==> config.mk <==
export PLATFORM = sky130hd
export DESIGN_NAME = counter_sweep_ctrl
export DESIGN_NICKNAME = d
export VERILOG_FILES = /design/src/rtl/counter_sweep_ctrl.sv
export SDC_FILE = /design/constraint.sdc
export NUM_CORES = 1
export LEC_CHECK = 0
export CAP_MARGIN = 25
export CORE_AREA = 10 10 80 62
export DETAILED_ROUTE_END_ITERATION = 7
export DIE_AREA = 0 0 90 72
export PLACE_DENSITY = 0.8
export SYNTH_ARGS = -nofsm -noshare
export SYNTH_HDL_FRONTEND = slang
export SYNTH_SLANG_ARGS = --single-unit
export TNS_END_PERCENT = 10
==> constraint.sdc <==
create_clock -name i_clk -period 2.2 [get_ports i_clk]
set_clock_uncertainty 0.1 [all_clocks]
set_input_delay 0.44 -clock i_clk [delete_from_list [all_inputs] [get_ports i_clk]]
set_output_delay 0.44 -clock i_clk [all_outputs]
set_load 0.03 [all_outputs]
==> src/rtl/counter_sweep_ctrl.sv <==
// Purpose: loads a seed into an up/down counter, sweeps it to full and/or empty, and checks its feedback every cycle.
// Latency: the seed is loaded 1 cycle after start and checking begins 2 cycles after start; an up sweep from s completes at cycle 3+(2^N-1-s).
// Backpressure: none; start is accepted only in IDLE, abort returns to IDLE from any busy state, and a mismatch sets a sticky error without stalling.
module counter_sweep_ctrl #(
    parameter int N = 8
) (
    input  logic         i_clk,
    input  logic         i_rst,
    input  logic         i_start,
    input  logic         i_abort,
    input  logic [1:0]   i_mode,
    input  logic [N-1:0] i_seed,
    input  logic [N-1:0] i_result,
    input  logic         i_full,
    input  logic         i_empty,
    output logic         o_en,
    output logic         o_load,
    output logic         o_dir,
    output logic [N-1:0] o_data,
    output logic         o_busy,
    output logic         o_done,
    output logic         o_error
);

    typedef enum logic [2:0] {
        S_IDLE,
        S_LOAD,
        S_UP,
        S_DOWN,
        S_DONE
    } state_t;

    localparam logic [N-1:0] ALL_ONES = {N{1'b1}};
    localparam logic [N-1:0] ZERO     = {N{1'b0}};
    localparam logic [N-1:0] ONE      = {{(N-1){1'b0}}, 1'b1};

    state_t       state;
    logic [N-1:0] exp_cnt;   // shadow of the count the counter should be showing
    logic [N-1:0] seed_q;
    logic [1:0]   mode_q;
    logic         phase_q;   // set once the second leg of a two-leg sweep has begun
    logic         error_q;

    logic at_top;
    logic at_bot;
    logic chk_state;
    logic mismatch;

    assign at_top    = (exp_cnt == ALL_ONES);
    assign at_bot    = (exp_cnt == ZERO);
    // Feedback is only meaningful once the load has landed, so LOAD and IDLE are never checked.
    assign chk_state = (state == S_UP) || (state == S_DOWN) || (state == S_DONE);
    assign mismatch  = chk_state &&
                       ((i_result != exp_cnt) || (i_full != at_top) || (i_empty != at_bot));

    // Sweep sequencer: state, shadow count, captured command and sticky error.
    always_ff @(posedge i_clk) begin
        if (i_rst) begin
            state   <= S_IDLE;
            exp_cnt <= ZERO;
            seed_q  <= ZERO;
            mode_q  <= 2'd0;
            phase_q <= 1'b0;
            error_q <= 1'b0;
        end else begin
            if (mismatch) begin
                error_q <= 1'b1;
            end
            case (state)
                S_IDLE: begin
                    if (i_start) begin
                        seed_q  <= i_seed;
                        mode_q  <= i_mode;
                        phase_q <= 1'b0;
                        error_q <= 1'b0;
                        state   <= S_LOAD;
                    end
                end
                S_LOAD: begin
                    exp_cnt <= seed_q;
                    // Modes 0 and 2 start upward, 1 and 3 start downward.
                    state   <= mode_q[0] ? S_DOWN : S_UP;
                end
                S_UP: begin
                    if (!at_top) begin
                        exp_cnt <= exp_cnt + ONE;
                    end else if ((mode_q == 2'd2) && !phase_q) begin
                        phase_q <= 1'b1;
                        state   <= S_DOWN;
                    end else begin
                        state <= S_DONE;
                    end
                end
                S_DOWN: begin
                    if (!at_bot) begin
                        exp_cnt <= exp_cnt - ONE;
                    end else if ((mode_q == 2'd3) && !phase_q) begin
                        phase_q <= 1'b1;
                        state   <= S_UP;
                    end else begin
                        state <= S_DONE;
                    end
                end
                S_DONE: begin
                    state <= S_IDLE;
                end
                default: begin
                    state <= S_IDLE;
                end
            endcase
            // Abort overrides any busy-state transition; the error flag is left alone.
            if (i_abort && (state != S_IDLE)) begin
                state <= S_IDLE;
            end
        end
    end

    // Outputs decode only registered state, so nothing from the inputs reaches them combinationally.
    assign o_busy  = (state != S_IDLE);
    assign o_load  = (state == S_LOAD);
    assign o_en    = (state == S_LOAD) ||
                     ((state == S_UP) && !at_top) ||
                     ((state == S_DOWN) && !at_bot);
    assign o_dir   = (state == S_UP);
    assign o_done  = (state == S_DONE);
    assign o_data  = (state == S_LOAD) ? seed_q : ZERO;
    assign o_error = error_q;

endmodule

==> impl_metrics.ini, run 1 <==
[run_status]
status = complete, but fails checks
violations = negative setup slack

[setup_path]
cp_top_family = simple AND/OR/NAND/NOR gates
arrival_ns = 2.43
cp_slowest_cell = or4_1
worstSetupEndpointType = flip-flop
worstPathMaxFanout = 9
cp.required_ns = 2.29
crit_start = exp_cnt[3]$_SDFFE_PP0P_
max_stage_delay_ns = 0.50
cp.depth = 6
path_cells = buf_6, or4_1, or4_4, o32a_1, o31a_1, o32ai_2
crit_buf_inv = 1
path_class = reg -> reg
start_kind = flip-flop
timing.rr.start = exp_cnt[3]$_SDFFE_PP0P_
reg2reg_depth = 6

[finish]
final_cell_area_um2 = 2140
antenna_cells = 0
fill_cells = 315
drive_above_1_share_pct = 25.9
final_nets = 273
areaGrowthSynthToFinish_pct = 49.7
fin_cells = 297

[routing]
drcViolationCount = 0
drt_iter0_drc = 200
drt_wl_total_mm = 4.56
wl_per_cell_um = 15.4
first_pass_iters = 4
vias = 1580
viasPerCell = 5.32
postRouteAntennaNets = 0

[clocking]
clk_pin_slew_ns = 0.09
clock-root-buffer = clkbuf_8
insertion_delay_ns = 0.27
cts_buffers = 3
cts_tree = built
htreeDepth = 1
cts_hold_buf = 0
clockBufferDepth = 2
numClockSinks = 23

[sta]
slew_headroom_pct = 69.5
drv_slew = 0
hold_viol = 0
setup_slack_ns = -0.131
worstMarginPinSlew_ns = 0.455
period_share_pct = 106
max_freq_mhz = 429
finalSetupViolations = 3
fin_crit_ns = 2.33
rsz0062_at_grt = true

[yosys]
avgSynthCellArea_um2 = 7.57
syn-num-nets = 214
synth_seq_cells = 23
yosysUniqueCellTypes = 47
synth_area_leaders = dfxtp_1, nand2_1, xnor2_1
synth-seq-area-share_pct = 32.2
syn_area_um2 = 1430
yosys.area.top_type = dfxtp_1
async_flop_share_pct = 0
yosysTopAreaCellShare_pct = 32.2
synth_commonest_cells = nand2_1, dfxtp_1, a21oi_1
syn_inst = 189
synth-edff-count = 0
post-synth-top-count-cell = nand2_1
yosysWarningCount = 0
synthFlopType = dfxtp_1

[place]
port-buffer-count = 37
gp_congestion = 0.944
dp_hpwl_mm = 3.41
dp.cells = 292
place_area_um2 = 2030

[grt]
grt_pass1_wl_mm = 7.98
grt_max_degree = 22
overflow = 0
grt_pass1_vias = 1571
antenna_found_initial = 0
track_usage_pct = 14.4

[power]
switchingPower_mw = 1.08
intPower_mw = 1.41
p_leak_nw = 0.851
vdd_drop_max_v = 0.000561
pwr-share-comb_pct = 63.5
pwr-share-seq_pct = 25.2
swShare_pct = 43.3
p_clk_share_pct = 11.3
cellPowerDensity_nw_per_um2 = 1160

[die]
dieWidth_um = 90
rows = 18
start_util_pct = 42.1
die_h_um = 72
ioPinCount = 38
dieArea_um2 = 6480
core-area_um2 = 3400

[worst_hold_path]
hold_path_depth = 2
hp-start = seed_q[0]$_SDFFE_PP0P_
hold_path.class = reg -> reg

[job]
maxCapViolCount = 0
==> power by group through the flow <==
stage	logic (mW)	clock network, mW	registers [mW]
after CTS	1.55	0.279	0.625
final	1.58	0.281	0.627
after detailed placement	1.53	0	0.626
after global placement	1.52	0	0.616
after global routing	1.74	0.302	0.648
after floorplan	0.963	0	0.597
==> state kept, by name, summed over array words and instances, names as in the netlist <==
| register | flops |
|---|---|
| mode_q | 2 |
| seed_q | 8 |
| phase_q | 1 |
| state | 3 |
| exp_cnt | 8 |
| o_error | 1 |
==> repair_timing <==
action,4_1_cts,5_1_grt
gates resized for setup,24,6
hold endpoints to repair,0,0
buffers inserted,1,0
endpoints found under the setup margin,16,13
pin swaps,3,3
==> kinds of logic after synthesis <==
| logic type | after synthesis | synth area share [%] |
|---|---|---|
| AO/OA/AOI/OAI | 47 | 21.9 |
| flip-flops | 23 | 32.2 |
| AND/OR/NAND/NOR | 85 | 30.9 |
| multiplexers | 2 | 1.40 |
| adder cells (fa/ha/maj) | 1 | 0.874 |
| buffers and inverters | 19 | 5.51 |
| XOR/XNOR | 12 | 7.34 |
==> worst paths after layout <==
kind                                                 to  slack [ns]
worst max-delay path            exp_cnt[7]$_SDFFE_PP0P_       -0.13
worst min-delay path             seed_q[0]$_SDFFE_PP0P_        0.36
worst max register to register  exp_cnt[7]$_SDFFE_PP0P_       -0.13
worst min register to register   seed_q[0]$_SDFFE_PP0P_        0.36
==> worst min-delay path, stage by stage (launching register included) <==
cell and delay, ns:
dfxtp_1 0.32, nand2_1 0.05, a21oi_1 0.05
==> metrics by stage <==
stage | hold WS (ns) | setup slack (ns) | setup TNS, ns | util [%] | power (mW)
2_1_floorplan | 0.332 | -0.0164 | -0.0389 | - | 1.56
3_3_place_gp | 0.337 | -0.304 | -0.597 | 59.6 | 2.14
3_5_place_dp | 0.347 | -0.318 | -0.589 | 59.6 | 2.15
4_1_cts | 0.360 | -0.116 | -0.202 | 62.4 | 2.46
5_1_grt | 0.400 | -0.219 | -0.839 | 63.0 | 2.69
6_report | 0.364 | -0.131 | -0.212 | 63.0 | 2.49
==> layer usage <==
layer / wire (um) / part of all wire (%) / GRT usage [%] / vias up
met2: 1890 / 41 / 22.5 / 71
met3: 406 / 8.9 / 4.21 / 4
met5: 0 / 0 / 0 / -
met4: 17 / 0.37 / 1.06 / 0
met1: 2250 / 49 / 19.8 / 727
li1: - / - / - / 778
==> layout by cell type (no fill, tap or decap), types with 2 or more instances in the layout <==
cell type | netlist | layout
nand2b_1 | 5 | 5
o32a_1 | 2 | 2
dfxtp_2 | 0 | 3
clkdlybuf4s50_1 | 0 | 24
a21oi_1 | 17 | 17
or3_1 | 3 | 2
o21ai_1 | 1 | 3
nand4_1 | 2 | 2
nand2_1 | 33 | 33
nor3b_1 | 3 | 2
or4_1 | 4 | 2
o32ai_2 | 1 | 2
nor3_1 | 3 | 3
mux2i_1 | 2 | 2
xnor2_1 | 10 | 10
or3b_2 | 2 | 2
dfxtp_1 | 23 | 19
nor4_1 | 2 | 2
clkbuf_8 | 0 | 3
buf_4 | 0 | 32
nand3_1 | 4 | 4
o21ai_0 | 8 | 6
o31ai_1 | 2 | 2
or4_4 | 0 | 2
and2_1 | 11 | 10
xor2_1 | 2 | 2
nor2_1 | 8 | 8
clkinvlp_4 | 0 | 2
dlygate4sd2_1 | 0 | 2
o31a_1 | 2 | 2
buf_6 | 1 | 9
inv_1 | 5 | 4
==> area by class of cell <==
| type | count | area [um^2] | share of cell area [%] |
|---|---|---|---|
| clock buffer | 3 | 41.3 | 1.93 |
| clock inverter | 1 | 7.51 | 0.350 |
| inverter | 6 | 26.3 | 1.23 |
| multi-input combinational | 147 | 938 | 43.8 |
| sequential | 23 | 468 | 21.8 |
| tap | 50 | 62.6 | 2.92 |
| timing repair buffer | 67 | 599 | 28.0 |
Note: power is estimated with default switching activity, not from simulation.
==> inputs of run 2 (changes only) <==
--- a/config.mk
+++ b/config.mk
@@ -9,7 +9,8 @@
 export CORE_AREA = 10 10 80 62
 export DETAILED_ROUTE_END_ITERATION = 7
 export DIE_AREA = 0 0 90 72
-export PLACE_DENSITY = 0.8
+export MAX_ROUTING_LAYER = met4
+export PLACE_DENSITY = 0.82
 export SYNTH_ARGS = -nofsm -noshare
 export SYNTH_HDL_FRONTEND = slang
 export SYNTH_SLANG_ARGS = --single-unit
==> impl_metrics.ini, run 2 (synthesized netlist as in run 1, its figures left out) <==
[run_status]
status = complete, but fails checks
violations = negative setup slack

[place]
dp_hpwl_mm = 3.47
port-buffer-count = 37
post-place-ws_ns = -0.341
gp_congestion = 0.915
dp.cells = 290
place_area_um2 = 2010

[clocking]
clock-root-buffer = clkbuf_8
numClockSinks = 23
cts_tree = built
clk_pin_slew_ns = 0.08
htreeDepth = 1
cts_hold_buf = 0
insertion_delay_ns = 0.26
clockBufferDepth = 2
cts_buffers = 3

[grt]
grt_pass1_wl_mm = 7.38
overflow = 0
track_usage_pct = 13.7
grt_pass1_vias = 1522
grtUsageMet3_pct = 3.60
antenna_found_initial = 0
use_met1_pct = 18.8
grt-busiest-layer = met2
grt.met2_usage_pct = 19.6
grt_max_degree = 14

[routing]
drcViolationCount = 0
vias = 1553
drt_iter0_drc = 127
drt_wl_total_mm = 4.39
first_pass_iters = 4
postRouteAntennaNets = 0
wl_per_cell_um = 14.8
viasPerCell = 5.25

[setup_path]
start_kind = flip-flop
worstSetupEndpointType = flip-flop
cp.required_ns = 2.28
path_class = reg -> reg
arrival_ns = 2.43
worstPathMaxFanout = 9

[sta]
finalSetupViolations = 4
setup_slack_ns = -0.156
hold_viol = 0
period_share_pct = 107
max_freq_mhz = 424
worstMarginPinSlew_ns = 0.511
rsz0062_at_grt = true
drv_slew = 0
fin_crit_ns = 2.36
slew_headroom_pct = 65.8

[finish]
fin_cells = 296
drive_above_1_share_pct = 24.4
areaGrowthSynthToFinish_pct = 46.1
final_cell_area_um2 = 2090
mostFrequentLayoutCell = buf_4
final_nets = 272
fill_cells = 312
antenna_cells = 0
layout_common_cells = buf_4, nand2_1, clkdlybuf4s50_1
biggestRegsByFlops = exp_cnt (8), seed_q (8), state (3)

[die]
die_h_um = 72
core-area_um2 = 3400
rows = 18
dieWidth_um = 90
dieArea_um2 = 6480
ioPinCount = 38
start_util_pct = 42.1

[power]
cellPowerDensity_nw_per_um2 = 1160
vdd_drop_max_v = 0.000594
p_leak_nw = 0.844

[worst_hold_path]
hold_path.class = reg -> reg

[job]
maxCapViolCount = 0
run 2: power breakdown:
part / switching [mW] / total [mW] / internal (mW)
registers: 0.0922 / 0.619 / 0.527
clock network: 0.135 / 0.261 / 0.126
logic: 0.823 / 1.55 / 0.722
run 2: critical path, stage by stage (launching register included):
cell	delay [ns]
dfxtp_1	0.33
buf_6	0.14
or4_1	0.52
or4_4	0.43
o32a_1	0.32
o31a_1	0.25
o32ai_2	0.19
run 2: layout make-up:
| class | instances | area, um^2 | area share (%) |
|---|---|---|---|
| inverters | 6 | 25.0 | 1.20 |
| clock inverters | 1 | 5.00 | 0.239 |
| multi-input cells | 147 | 931 | 44.5 |
| repair buffers | 66 | 562 | 26.9 |
| flip-flops and latches | 23 | 464 | 22.2 |
| clock buffers | 3 | 41.3 | 1.97 |
| well taps | 50 | 62.6 | 2.99 |
run 2: worst paths after layout:
path	start	to	slack [ns]	cells past startpoint
max	exp_cnt[3]$_SDFFE_PP0P_	exp_cnt[7]$_SDFFE_PP0P_	-0.16	6
max reg2reg	exp_cnt[3]$_SDFFE_PP0P_	exp_cnt[7]$_SDFFE_PP0P_	-0.16	6
min	seed_q[0]$_SDFFE_PP0P_	seed_q[0]$_SDFFE_PP0P_	0.36	2
min reg2reg	seed_q[0]$_SDFFE_PP0P_	seed_q[0]$_SDFFE_PP0P_	0.36	2
run 2: per-layer routing:
| metal | vias up | share of wire [%] | wire (um) |
|---|---|---|---|
| li1 | 781 | - | - |
| met1 | 709 | 53 | 2350 |
| met2 | 59 | 41 | 1780 |
| met3 | 4 | 5.2 | 227 |
| met4 | 0 | 0.77 | 34 |
| met5 | - | 0 | 0 |
run 2: through the flow:
stage | util (%) | total power, mW | TNS (ns) | hold WS (ns)
after floorplan | - | 1.56 | -0.0389 | 0.332
after CTS | 60.5 | 2.39 | -0.387 | 0.360
final | 61.5 | 2.43 | -0.405 | 0.358
after global placement | 59.2 | 2.10 | -0.426 | 0.340
after global routing | 61.5 | 2.60 | -0.971 | 0.378
after detailed placement | 59.2 | 2.13 | -0.729 | 0.348
run 2: what timing repair did:
item	4_1_cts	5_1_grt
hold endpoints to repair	0	0
endpoints found under the setup margin	16	14
resized for setup	13	6
setup buffers	0	2
pin swaps	4	1
==> inputs of run 3 (changes only) <==
--- a/config.mk
+++ b/config.mk
@@ -5,10 +5,11 @@
 export SDC_FILE = /design/constraint.sdc
 export NUM_CORES = 1
 export LEC_CHECK = 0
+export ABC_CLOCK_PERIOD_IN_PS = 2200
 export CAP_MARGIN = 25
-export CORE_AREA = 10 10 80 62
+export CORE_AREA = 5 5 75 57
 export DETAILED_ROUTE_END_ITERATION = 7
-export DIE_AREA = 0 0 90 72
+export DIE_AREA = 0 0 80 62
 export MAX_ROUTING_LAYER = met4
 export PLACE_DENSITY = 0.82
 export SYNTH_ARGS = -nofsm -noshare
==> impl_metrics.ini, run 3 (synthesized netlist as in run 1, its figures left out) <==
[sta]
worstMarginPinSlew_ns = 0.476
rsz0062_at_grt = true
finalSetupViolations = 4
max_freq_mhz = 424
fin_crit_ns = 2.36
drv_slew = 0
slew_headroom_pct = 68.1
hold_viol = 0
setup_slack_ns = -0.160
period_share_pct = 107

[grt]
overflow = 0
grt_max_degree = 15
grt.met2_usage_pct = 29.2
grtUsageMet3_pct = 4.18
grt_pass1_wl_mm = 7.01
grt-busiest-layer = met2
use_met1_pct = 25.7
track_usage_pct = 18.8
antenna_found_initial = 0
grt_pass1_vias = 1441

[routing]
wl_per_cell_um = 14.4
drt_iter0_drc = 139
drt_wl_total_mm = 4.30
postRouteAntennaNets = 0
drcViolationCount = 0
first_pass_iters = 4
viasPerCell = 5.33
vias = 1593

[power]
cellPowerDensity_nw_per_um2 = 1180
pwr-share-seq_pct = 24.3
finalPower_mw = 2.55
intPower_mw = 1.46
swShare_pct = 42.6
switchingPower_mw = 1.09
p_leak_nw = 0.852
vdd_drop_max_v = 0.000495
pwr-share-comb_pct = 64.7
p_clk_share_pct = 11.0

[finish]
areaGrowthSynthToFinish_pct = 51.3
layout_common_cells = nand2_1, buf_4, clkdlybuf4s50_1
biggestRegsByFlops = exp_cnt (8), seed_q (8), state (3)
final_nets = 275
drive_above_1_share_pct = 27.3
fill_cells = 306
antenna_cells = 0
fin_cells = 299

[setup_path]
path_class = reg -> reg
cp_common_cell = or4_4
max_stage_delay_ns = 0.52
path_cells = buf_6, or4_4, or4_4, o32a_1, o31a_1, o32ai_2
start_kind = flip-flop
crit_buf_inv = 1
arrival_ns = 2.45
worstPathMaxFanout = 9
cp.required_ns = 2.29
worstSetupEndpointType = flip-flop
cp_top_family = simple AND/OR/NAND/NOR gates
cp_slowest_cell = or4_4

[clocking]
cts_hold_buf = 0
cts_buffers = 3
clock-root-buffer = clkbuf_8
cts_tree = built
insertion_delay_ns = 0.27
clk_pin_slew_ns = 0.09
htreeDepth = 1
clockBufferDepth = 2
numClockSinks = 23

[die]
start_util_pct = 41.8
core-area_um2 = 3420
dieWidth_um = 80
dieArea_um2 = 4960
die_h_um = 62
rows = 18
ioPinCount = 38

[run_status]
violations = negative setup slack
status = complete, but fails checks

[job]
maxCapViolCount = 0

[place]
port-buffer-count = 37
dp.cells = 294
gp_congestion = 0.914
dp_hpwl_mm = 3.26

[worst_hold_path]
hold_path.class = reg -> reg
run 3: changes by cell type in the layout (fill, tap and decap cells not counted), sizes merged:
| cell | before | now |
|---|---|---|
| buf | 40 | 43 |
| clkinvlp | 0 | 2 |
| clkinv | 1 | 0 |
| inv | 6 | 5 |
run 3: worst reg2reg max path, cell delays in order, from the launching register on:
cell and delay (ns):
dfxtp_2 0.34, buf_6 0.13, or4_4 0.53, or4_4 0.43, o32a_1 0.32, o31a_1 0.25, o32ai_2 0.18
run 3: layout make-up:
type	count	area, um^2	area share [%]
clock buffer	3	41.3	1.91
multi-input combinational	147	943	43.6
tap	50	62.6	2.89
sequential	23	467	21.5
inverter	6	26.3	1.21
clock inverter	1	7.51	0.347
timing repair buffer	69	618	28.5
run 3: layer usage:
metal  up-vias  part of all wire, %
met4         0                 0.28
met1       730                   46
met3         2                   11
met2        74                   43
li1        787                    -
met5         -                    0
run 3: final timing paths:
check                                               end                    start  cells after the start  slack (ns)
worst min-delay path             seed_q[0]$_SDFFE_PP0P_   seed_q[0]$_SDFFE_PP0P_                      2        0.36
worst min register to register   seed_q[0]$_SDFFE_PP0P_   seed_q[0]$_SDFFE_PP0P_                      2        0.36
worst max register to register  exp_cnt[7]$_SDFFE_PP0P_  exp_cnt[3]$_SDFFE_PP0P_                      6       -0.16
worst max-delay path            exp_cnt[7]$_SDFFE_PP0P_  exp_cnt[3]$_SDFFE_PP0P_                      6       -0.16
run 3: stage by stage:
step           instance area, um^2  setup TNS, ns  hold slack (ns)  worst slack, ns  utilization, %
2_1_floorplan                 1470        -0.0389            0.332          -0.0164               -
3_3_place_gp                  2040         -0.385            0.339           -0.292            59.6
3_5_place_dp                  2040         -0.553            0.349           -0.358            59.6
4_1_cts                       2130         -0.243            0.361           -0.158            62.2
5_1_grt                       2170         -0.986            0.390           -0.210            63.3
6_report                      2170         -0.282            0.359           -0.160            63.3
run 3: timing repair:
action	CTS	global route
setup endpoints to repair	16	14
resized for setup	23	11
hold endpoints to repair	0	0
setup buffers	1	0
pin swaps	5	2
run 3: power groups by stage:
stage          Clock, mW  Combinational, mW  Sequential, mW
6_report           0.279               1.65           0.620
5_1_grt            0.297               1.80           0.636
4_1_cts            0.280               1.61           0.616
3_5_place_dp           0               1.55           0.617
3_3_place_gp           0               1.51           0.614
2_1_floorplan          0              0.963           0.597
